### config.mk
export PLATFORM = sky130hd
export DESIGN_NAME = vbuff_writer
export DESIGN_NICKNAME = d
export VERILOG_FILES = /design/src/rtl/vbuff_pkg.sv /design/src/rtl/raster_counter.sv /design/src/rtl/vbuff_writer.sv
export SDC_FILE = /design/constraint.sdc
export NUM_CORES = 1
export LEC_CHECK = 0
export ABC_CLOCK_PERIOD_IN_PS = 6200
export BUFFER_PORTS_ARGS = -buffer_cell sky130_fd_sc_hd__buf_2
export CAP_MARGIN = 20
export CORE_AREA = 2 2 104 106
export CTS_BUF_LIST = sky130_fd_sc_hd__clkbuf_4 sky130_fd_sc_hd__clkbuf_8
export DETAILED_ROUTE_END_ITERATION = 10
export DIE_AREA = 0 0 106 108
export PLACE_DENSITY = 0.85
export SLEW_MARGIN = 0
export SYNTH_ARGS = -nofsm -noshare
export SYNTH_HDL_FRONTEND = slang
export SYNTH_HIERARCHICAL = 1
export SYNTH_SLANG_ARGS = --single-unit
### constraint.sdc
create_clock -name pclk -period 6.2 [get_ports pclk]
set_input_delay 0.93 -clock pclk [delete_from_list [all_inputs] [get_ports pclk]]
set_output_delay 0.93 -clock pclk [all_outputs]
set_load 0.02 [all_outputs]
### src/rtl/vbuff_pkg.sv
// Shared definitions for the video buffer writer and reader: writer state
// encoding and default frame geometry.
package vbuff_pkg;

  typedef enum logic [1:0] {
    IDLE  = 2'd0,
    ARMED = 2'd1,
    WRITE = 2'd2,
    FULL  = 2'd3
  } wr_state_e;

  localparam int VB_WIDTH  = 640;
  localparam int VB_HEIGHT = 480;

endpackage

### src/rtl/raster_counter.sv
// Raster position tracker: col/row plus a linear address kept as its own
// counter so no multiplier is needed. Clear and increment may coincide.
module raster_counter #(
  parameter int WIDTH  = 640,
  parameter int HEIGHT = 480,
  parameter int ADDR_W = $clog2(WIDTH * HEIGHT)
) (
  input  logic              clk,
  input  logic              rst,
  input  logic              clr,
  input  logic              inc,
  output logic [15:0]       col_o,
  output logic [15:0]       row_o,
  output logic [ADDR_W-1:0] addr_o,
  output logic              last_o
);

  logic [15:0]       col_q, col_d, col_b;
  logic [15:0]       row_q, row_d, row_b;
  logic [ADDR_W-1:0] addr_q, addr_d, addr_b;

  always_comb begin
    // clr selects position 0 as the base, so clr+inc lands on index 1
    col_b  = clr ? '0 : col_q;
    row_b  = clr ? '0 : row_q;
    addr_b = clr ? '0 : addr_q;
    col_d  = col_b;
    row_d  = row_b;
    addr_d = addr_b;
    if (inc) begin
      if (col_b == 16'(WIDTH - 1)) begin
        col_d = '0;
        row_d = (row_b == 16'(HEIGHT - 1)) ? '0 : row_b + 16'd1;
      end else begin
        col_d = col_b + 16'd1;
      end
      addr_d = (addr_b == ADDR_W'(WIDTH * HEIGHT - 1)) ? '0 : addr_b + ADDR_W'(1);
    end
  end

  always_ff @(posedge clk or posedge rst) begin
    if (rst) begin
      col_q  <= '0;
      row_q  <= '0;
      addr_q <= '0;
    end else begin
      col_q  <= col_d;
      row_q  <= row_d;
      addr_q <= addr_d;
    end
  end

  assign col_o  = col_q;
  assign row_o  = row_q;
  assign addr_o = addr_q;
  assign last_o = (col_q == 16'(WIDTH - 1)) && (row_q == 16'(HEIGHT - 1));

endmodule

### src/rtl/vbuff_writer.sv
// Captures one camera frame at a time into the video buffer in raster order,
// aligned to sof_i, flagging short and long frames.
module vbuff_writer
  import vbuff_pkg::*;
#(
  parameter int WIDTH  = VB_WIDTH,
  parameter int HEIGHT = VB_HEIGHT,
  parameter int ADDR_W = $clog2(WIDTH * HEIGHT)
) (
  input  logic              pclk,
  input  logic              rst,
  input  logic              capture_en_i,
  input  logic              sof_i,
  input  logic              valid_i,
  input  logic [3:0]        pixel_i,
  output logic [ADDR_W-1:0] w_addr_o,
  output logic              w_en_o,
  output logic [3:0]        w_data_o,
  output logic [15:0]       row_o,
  output logic [15:0]       col_o,
  output logic              frame_done_o,
  output logic              frame_err_o,
  output logic              busy_o
);

  localparam int TOTAL = WIDTH * HEIGHT;

  wr_state_e         st_q, st_d;
  logic              w_en_q, w_en_d;
  logic [ADDR_W-1:0] w_addr_q, w_addr_d;
  logic [3:0]        w_data_q, w_data_d;
  logic [15:0]       row_q, row_d, col_q, col_d;
  logic              done_q, done_d;
  logic              err_q, err_d;
  logic              busy_q, busy_d;
  logic              sticky_q, sticky_d;

  logic              cnt_clr, cnt_inc, cnt_last, start_frame;
  logic [15:0]       cnt_col, cnt_row;
  logic [ADDR_W-1:0] cnt_addr;

  raster_counter #(
    .WIDTH (WIDTH),
    .HEIGHT(HEIGHT),
    .ADDR_W(ADDR_W)
  ) u_cnt (
    .clk   (pclk),
    .rst   (rst),
    .clr   (cnt_clr),
    .inc   (cnt_inc),
    .col_o (cnt_col),
    .row_o (cnt_row),
    .addr_o(cnt_addr),
    .last_o(cnt_last)
  );

  always_comb begin
    st_d        = st_q;
    w_en_d      = 1'b0;
    w_addr_d    = w_addr_q;
    w_data_d    = w_data_q;
    row_d       = row_q;
    col_d       = col_q;
    done_d      = 1'b0;
    err_d       = 1'b0;
    sticky_d    = sticky_q;
    cnt_clr     = 1'b0;
    cnt_inc     = 1'b0;
    start_frame = 1'b0;

    case (st_q)
      IDLE: begin
        if (capture_en_i) st_d = ARMED;
      end
      ARMED: begin
        if (sof_i) begin
          st_d        = WRITE;
          start_frame = 1'b1;
        end
      end
      WRITE: begin
        if (sof_i) begin
          err_d = 1'b1;
          if (capture_en_i) begin
            start_frame = 1'b1;
          end else begin
            st_d    = IDLE;
            cnt_clr = 1'b1;
          end
        end else if (valid_i) begin
          w_en_d   = 1'b1;
          w_data_d = pixel_i;
          w_addr_d = cnt_addr;
          row_d    = cnt_row;
          col_d    = cnt_col;
          cnt_inc  = 1'b1;
          if (cnt_last) begin
            st_d     = FULL;
            done_d   = 1'b1;
            sticky_d = 1'b0;
          end
        end
      end
      FULL: begin
        if (sof_i) begin
          sticky_d = 1'b0;
          if (capture_en_i) begin
            st_d        = WRITE;
            start_frame = 1'b1;
          end else begin
            st_d    = IDLE;
            cnt_clr = 1'b1;
          end
        end else if (valid_i && !sticky_q) begin
          err_d    = 1'b1;
          sticky_d = 1'b1;
        end
      end
      default: st_d = IDLE;
    endcase

    // A pixel arriving with sof_i is index 0 of the new frame
    if (start_frame) begin
      cnt_clr = 1'b1;
      if (valid_i) begin
        w_en_d   = 1'b1;
        w_data_d = pixel_i;
        w_addr_d = '0;
        row_d    = '0;
        col_d    = '0;
        cnt_inc  = 1'b1;
        if (TOTAL == 1) begin
          st_d   = FULL;
          done_d = 1'b1;
        end
      end
    end

    busy_d = (st_d != IDLE);
  end

  always_ff @(posedge pclk or posedge rst) begin
    if (rst) begin
      st_q     <= IDLE;
      w_en_q   <= 1'b0;
      w_addr_q <= '0;
      w_data_q <= '0;
      row_q    <= '0;
      col_q    <= '0;
      done_q   <= 1'b0;
      err_q    <= 1'b0;
      busy_q   <= 1'b0;
      sticky_q <= 1'b0;
    end else begin
      st_q     <= st_d;
      w_en_q   <= w_en_d;
      w_addr_q <= w_addr_d;
      w_data_q <= w_data_d;
      row_q    <= row_d;
      col_q    <= col_d;
      done_q   <= done_d;
      err_q    <= err_d;
      busy_q   <= busy_d;
      sticky_q <= sticky_d;
    end
  end

  assign w_en_o       = w_en_q;
  assign w_addr_o     = w_addr_q;
  assign w_data_o     = w_data_q;
  assign row_o        = row_q;
  assign col_o        = col_q;
  assign frame_done_o = done_q;
  assign frame_err_o  = err_q;
  assign busy_o       = busy_q;

endmodule

Word-level counts from Yosys, hierarchy flattened
Index checks and enable logic that the tools add are counted.

Eq/ne operators: 12. Multiplexer cells: 65. Add/subtract/negate cells: 3. Reductions and logical operators: 8.

Operators by type and width (number): two-way mux 16 bit (17); two-way mux 19 bit (8); adder 16 x 1 -> 16 bit, second input constant (2); == test 16 x 10 -> 1 bit, second input constant (2); == test 16 x 9 -> 1 bit, second input constant (2); two-way mux 1 bit (23); two-way mux 4 bit (5); adder 19 x 1 -> 19 bit, second input constant (1); == test 19 bit, second input constant (1); two-way mux 2 bit (8); one-hot mux 2 bit (4 select lines) (1); != test 2 bit, second input constant (3); one-hot mux 1 bit (2 select lines) (3); AND reduction 5 bit (1); == test 2 bit, second input constant (2); nonzero test 2 bit (2); != test 3 bit, second input constant (1); == test 2 x 1 -> 1 bit, second input constant (1); logical AND 1 bit (2); zero test 2 bit (1); OR reduction 2 bit (1); zero test 1 bit (1).

Output and inout bits: 59. Register bits after elaboration: 113.

Depth between registers and ports, before layout
Depth after elaboration: 9. Mapped depth: 12. Mapped depth without buffers: 8.

Modules after synthesis
The synthesis kept the hierarchy.

Modules (own cells, without submodules): raster_counter (sequential area each 1276.2 µm², times used 1, area an instance 2992.9 µm², cells an instance 330); vbuff_writer (sequential area each 1551.5 µm², times used 1, area an instance 2512.4 µm², cells an instance 263).

Least setup slack after synthesis
OpenSTA, ideal clock, no wires.

Path kind: input port to flip-flop. From: in sof_i. To: reg u_cnt.row_q[4] (netlist: u_cnt/row_o[4]). Arrival time: 3.096 ns. Data required time: 6.080 ns. Slack: 2.984 ns. Library setup time: 0.120 ns. Stages on the path: 11. Cells stage by stage: buf_2 nor2b_1 clkbuf_1 nor2b_1 ha_1 nand4_1 nand2b_1 clkbuf_1 clkbuf_1 nor2_1 a31o_2.

Cells in the longest elaborated chain, start to end: 8. Elaborated cells between the ends (all ways): 18. Those cells by class: 1 x add/sub; 2 x eq/ne; 15 x mux.

Ends and longest elaborated chain: start: declaration (line vbuff_writer.sv:13) `input logic sof_i,`; two-way mux 1 bit (on tied branches) (line vbuff_writer.sv:82, vbuff_writer.sv:76); one-hot mux 1 bit (2 select lines) / two-way mux 1 bit (equally long branches); two-way mux 1 bit (*) (line vbuff_writer.sv:123) `if (start_frame) begin`; named net cnt_clr (line vbuff_writer.sv:38) `logic cnt_clr, cnt_inc, cnt_last, start_frame;`; two-way mux 16 bit (line raster_counter.sv:25) `row_b = clr ? '0 : row_q;`; adder 16 x 1 -> 16 bit / == test 16 x 9 -> 1 bit (equally long branches) (line raster_counter.sv:33) `row_d = (row_b == 16'(HEIGHT - 1)) ? '0 : row_b + 16'd1;`; two-way mux 16 bit (line raster_counter.sv:33); two-way mux 16 bit (line raster_counter.sv:31) `if (col_b == 16'(WIDTH - 1)) begin`; two-way mux 16 bit (*) (line raster_counter.sv:30) `if (inc) begin`; named net u_cnt.row_d[4] (line raster_counter.sv:19) `logic [15:0] row_q, row_d, row_b;`; end signal: assignment (line raster_counter.sv:48) `row_q <= row_d;`; end: declaration (line raster_counter.sv:19).

Mark *: on every way through the listed nets, which the timed path passes. The rest lies on a longest branch. A chain may end at the register's enable or synchronous reset.

Worst setup path after layout
From: reg st_q[0]. To: reg u_cnt.col_q[14] (netlist: u_cnt/col_o[14]).

Cells in the longest elaborated chain, start to end: 8. Elaborated cells between the ends (all ways): 15. Those cells by class: 1 x add/sub; 4 x eq/ne; 9 x mux; 1 x reduce/logical.

Ends and longest elaborated chain: start: declaration (line vbuff_writer.sv:28) `wr_state_e st_q, st_d;`; start signal: assignment (line vbuff_writer.sv:155) `st_q <= st_d;`; == test 2 bit (line vbuff_writer.sv:71) `case (st_q)`; OR reduction 2 bit (no line); one-hot mux 1 bit (2 select lines) / two-way mux 1 bit (equally long branches); two-way mux 1 bit (*) (line vbuff_writer.sv:123); named net cnt_clr (line vbuff_writer.sv:38); two-way mux 16 bit (*) (line raster_counter.sv:24) `col_b = clr ? '0 : col_q;`; adder 16 x 1 -> 16 bit / == test 16 x 10 -> 1 bit (equally long branches) (line raster_counter.sv:35, raster_counter.sv:31); two-way mux 16 bit (line raster_counter.sv:31); two-way mux 16 bit (*) (line raster_counter.sv:30); named net u_cnt.col_d[14] (line raster_counter.sv:18) `logic [15:0] col_q, col_d, col_b;`; end signal: assignment (line raster_counter.sv:47) `col_q <= col_d;`; end: declaration (line raster_counter.sv:18).

Marks and branches as above.

==> summary by stage <==
CTS
The clock latency at the later pin of the worst-skew pair is 0.44 ns. The tree is rooted in a sky130_fd_sc_hd__clkbuf_8. The number of hold buffers added after CTS was 0.

The number of clock buffers added by TritonCTS is 17. Post-CTS timing repair inserted 0 buffers for setup. The H-tree generated during clock tree synthesis spans 4 levels.

The CTS clock-pin slew for the worst setup and hold paths is 0.07 ns. The clock tree from TritonCTS is built. The clock passes through at most 2 buffers. The number of clock sinks is 113. The post-CTS resize count is 0.

Global route
The initial antenna violation count is 0. The remaining global-route overflow is 0. The overall global routing resource usage is 23.64%. The first global-routing pass estimated 21560 um of wire. The number of global-route vias before repair is 4519. The maximum number of pins on one net before global-route repair is 61.

Floorplanning
68 I/O pins were placed. The standard cell core area is 0.01023 mm^2. The initial utilization of the core area, before any placement, comes to 53.81%.

In this run the core area contains 37 standard-cell rows. The width of the chip is 106 um. The die covers 0.01145 mm^2. The die span in y is 108 um.

Synthesis
The cell taking the most area after synthesis is sky130_fd_sc_hd__dfrtp_1. In this run the biggest area consumer among cell types represents 51.36% of the synthesized area. The number of nets handed over by synthesis was 605. Synthesis produced 593 cells. Ranked by total cell area, the synthesized netlist is headed by sky130_fd_sc_hd__dfrtp_1, sky130_fd_sc_hd__nand2_1, sky130_fd_sc_hd__a21oi_1, sky130_fd_sc_hd__xnor2_1, sky130_fd_sc_hd__nand4_1. The distinct cell type count of the synthesized netlist is 57. Among all flip-flop cells after synthesis, the most frequent one is sky130_fd_sc_hd__dfrtp_1. The fraction of registers with async set/reset is 100.0%. The sequential cell area fraction in the yosys report is 51.36%.

The cell area after technology mapping is 0.005505 mm^2. The flip-flop and latch count after synthesis is 113. The library cell with the highest instance count after synthesis is sky130_fd_sc_hd__nand2_1. The post-synthesis compound-gate area fraction is 12.61%.

The number of enable-type register cells in the synthesized netlist is 0. The commonest cells after synthesis are sky130_fd_sc_hd__nand2_1, sky130_fd_sc_hd__dfrtp_1, sky130_fd_sc_hd__a21oi_1, sky130_fd_sc_hd__nor2_1, sky130_fd_sc_hd__clkbuf_1. By area, the combinational part of the netlist is dominated by simple AND/OR/NAND/NOR gates. The arithmetic-cell share of the synthesized area counting full adders, half adders and majority gates is 0.6818%. The average instance in the mapped netlist occupies 9.284 um^2. The simple logic cell fraction of the synthesized area is 26.05%. The count of warnings emitted by yosys is 6. The portion of netlist area occupied by mux cells is 2.159%. The xor/xnor cell area share of the yosys netlist is 3.023%.

Timing
The hold violation count in the final report came to 0. The number of pins with negative max-slew slack in the final report came to 0. The clock skew is 0.009713 ns. For the finished layout, the period the worst path requires is 3.433 ns. The final critical path takes up 55.38% of the cycle. The setup TNS is 0 ns. Setup repair after global routing left no endpoint under its margin. The fmax is 0.2913 GHz. The normalized max-slew margin is 43.25%. At the pin with the least slew margin, the transition time is 0.8487 ns.

The total setup violations reported at the end of the flow is 0.

Detailed routing
The number of vias after detailed routing is 4719. The detail-routed via count per cell is 5.906. The post-route DRC violation count is 0. The number of optimization iterations in the first detailed-route pass is 6. The first-iteration detailed-routing DRC count is 364. In the final routed layout, each cell accounts on average for 16.16 um. After detailed routing, the total wire length is 12910 um. The detail route stage leaves a number of antenna-violating nets equal to 0.

Setup path
Data on the critical path is required at its endpoint by 6.55 ns. The endpoint identified for the worst register-to-register timing path is u_cnt/col_o[14]. STA classifies the critical path endpoint as a register. The start of the worst register-to-register path is st_q[0]. At the worst endpoint, the arrival time is 3.79 ns. The number of cells on the worst reg-to-reg path is 8. STA classifies the critical path startpoint as a register. Of all nets on the critical path, the largest fanout is 20. By startpoint and endpoint, the worst setup path is classified as reg2reg. The worst reg-to-reg setup slack is 2.77 ns.

Place
Once detailed placement completed, the half-perimeter wirelength came to 8524 um. The count of input and output buffers is 67. The placed cell area is 0.005928 mm^2.

The number of placed instances, taps included is 765. At the end of routability-driven placement, the weighted congestion stood at 0.9030.

Power
Power spread over the standard cell area amounts to 309.6 mW/mm^2. Summed over all cells, the static leakage comes to 2.821 nW. VDD sags by at most 0.2104 mV.

Flow run
The max-cap violation count is 0.

Finish
The number of antenna cells inserted is 0. After the flow finishes, the layout carries non-filler instances totaling 799. At the end of the flow, the number of nets in the layout was 663. The finished cells cover 0.006437 mm^2. The fraction of layout instances using a drive strength above 1 is 20.06%. From synthesis to final layout, the design area changed by 16.93%. The filler cells instantiated in the layout total 834.

Outcome
The flow ran to the end, and the final reports show no timing, DRC or antenna violations.

Hold path
The class of the tightest hold or removal check is in2async.
[flip-flops by register name (all words and copies together), names as in the netlist]
name          flops
frame_done_o      1
u_cnt/addr_o     19
sticky_q          1
w_en_o            1
u_cnt/col_o      16
w_data_o          4
w_addr_o         19
u_cnt/row_o      16
col_o            16
st_q              2
busy_o            1
frame_err_o       1
row_o            16
[how the worst max path moves through the flow]
stage,startpoint,end,depth (start not counted)
detailed placement,sof_i,u_cnt/col_o[14],8
global placement,sof_i,u_cnt/col_o[15],8
CTS,st_q[0],u_cnt/col_o[14],8
global route,st_q[0],u_cnt/col_o[14],8
finish,st_q[0],u_cnt/col_o[14],8
floorplan,sof_i,u_cnt/row_o[4],11
[placed cells by master, fill, tap and decap left out, types with 3 or more instances in the layout]
cell and count:
sky130_fd_sc_hd__nand4_1 20, sky130_fd_sc_hd__nor2b_1 15, sky130_fd_sc_hd__nand2_1 129, sky130_fd_sc_hd__buf_2 67, sky130_fd_sc_hd__or4_1 6, sky130_fd_sc_hd__xnor2_1 15, sky130_fd_sc_hd__a31oi_1 3, sky130_fd_sc_hd__bufinv_16 4
sky130_fd_sc_hd__dfrtp_1 113, sky130_fd_sc_hd__mux2i_1 4, sky130_fd_sc_hd__or2_2 3, sky130_fd_sc_hd__o21ai_0 9, sky130_fd_sc_hd__ha_1 3, sky130_fd_sc_hd__or3_1 4, sky130_fd_sc_hd__nand3_1 16, sky130_fd_sc_hd__mux2_2 7
sky130_fd_sc_hd__and4_1 4, sky130_fd_sc_hd__and4b_1 3, sky130_fd_sc_hd__nor4_1 12, sky130_fd_sc_hd__clkbuf_8 21, sky130_fd_sc_hd__o32ai_1 5, sky130_fd_sc_hd__nand2b_1 3, sky130_fd_sc_hd__a211oi_1 6, sky130_fd_sc_hd__and2_1 3
sky130_fd_sc_hd__inv_1 15, sky130_fd_sc_hd__a21oi_1 63, sky130_fd_sc_hd__nor4b_1 3, sky130_fd_sc_hd__xor2_1 4, sky130_fd_sc_hd__o31ai_1 8, sky130_fd_sc_hd__buf_4 4, sky130_fd_sc_hd__a31o_2 3, sky130_fd_sc_hd__nor3_1 5
sky130_fd_sc_hd__and3_1 6, sky130_fd_sc_hd__o21a_1 3, sky130_fd_sc_hd__nor2_1 30
[power breakdown]
group          total [W]  internal [W]  leakage [nW]  switching [W]
clock           0.000779      0.000482         0.224       0.000297
combinational   0.000368      0.000131          1.04       0.000236
sequential      0.000846      0.000791          1.55      0.0000550
[layer usage]
metal | up-vias | global-route usage, % | share of wire [%]
met2 | 194 | 39.12 | 50
met3 | 22 | 5.184 | 5.7
met4 | 0 | 8.459 | 1.4
met1 | 2286 | 30.99 | 43
li1 | 2217 | - | -
met5 | - | 0 | 0
[through the flow]
step	setup WS [ns]	power, W	util (%)	hold WS [ns]
2_1_floorplan	2.984	0.001112	-	0.4920
3_3_place_gp	2.570	0.001201	57.94	0.4860
3_5_place_dp	2.418	0.001219	57.94	0.4953
4_1_cts	2.813	0.001996	62.35	0.3284
5_1_grt	2.539	0.002087	62.92	0.3371
6_report	2.767	0.001993	62.92	0.3468
[worst max-delay path: stages, from the launching register on]
cell and delay [ns]:
sky130_fd_sc_hd__dfrtp_1 0.59, sky130_fd_sc_hd__nor2_1 0.18, sky130_fd_sc_hd__nor2b_2 0.69, sky130_fd_sc_hd__nor2b_1 0.20, sky130_fd_sc_hd__ha_1 0.31, sky130_fd_sc_hd__nand4_1 0.15
sky130_fd_sc_hd__nand2b_1 0.59, sky130_fd_sc_hd__o21ai_0 0.40, sky130_fd_sc_hd__a21oi_1 0.23
[logic make-up after synthesis]
group,after synthesis
AND/OR/NAND/NOR,281
flip-flops,113
AO/OA/AOI/OAI,113
adder cells (fa/ha/maj),3
XOR/XNOR,19
buffers and inverters,53
multiplexers,11
[area by class of cell]
cell class                 count  area, um^2  share of cell area [%]
sequential                   113        2828                   43.93
multi-input combinational    427        2481                   38.54
clock buffer                  22       296.5                   4.606
clock inverter                 9       153.9                   2.391
timing repair buffer          75       444.2                   6.900
tap                          136       170.2                   2.643
inverter                      17       63.81                  0.9913
Power figures use the tool's default switching activity.
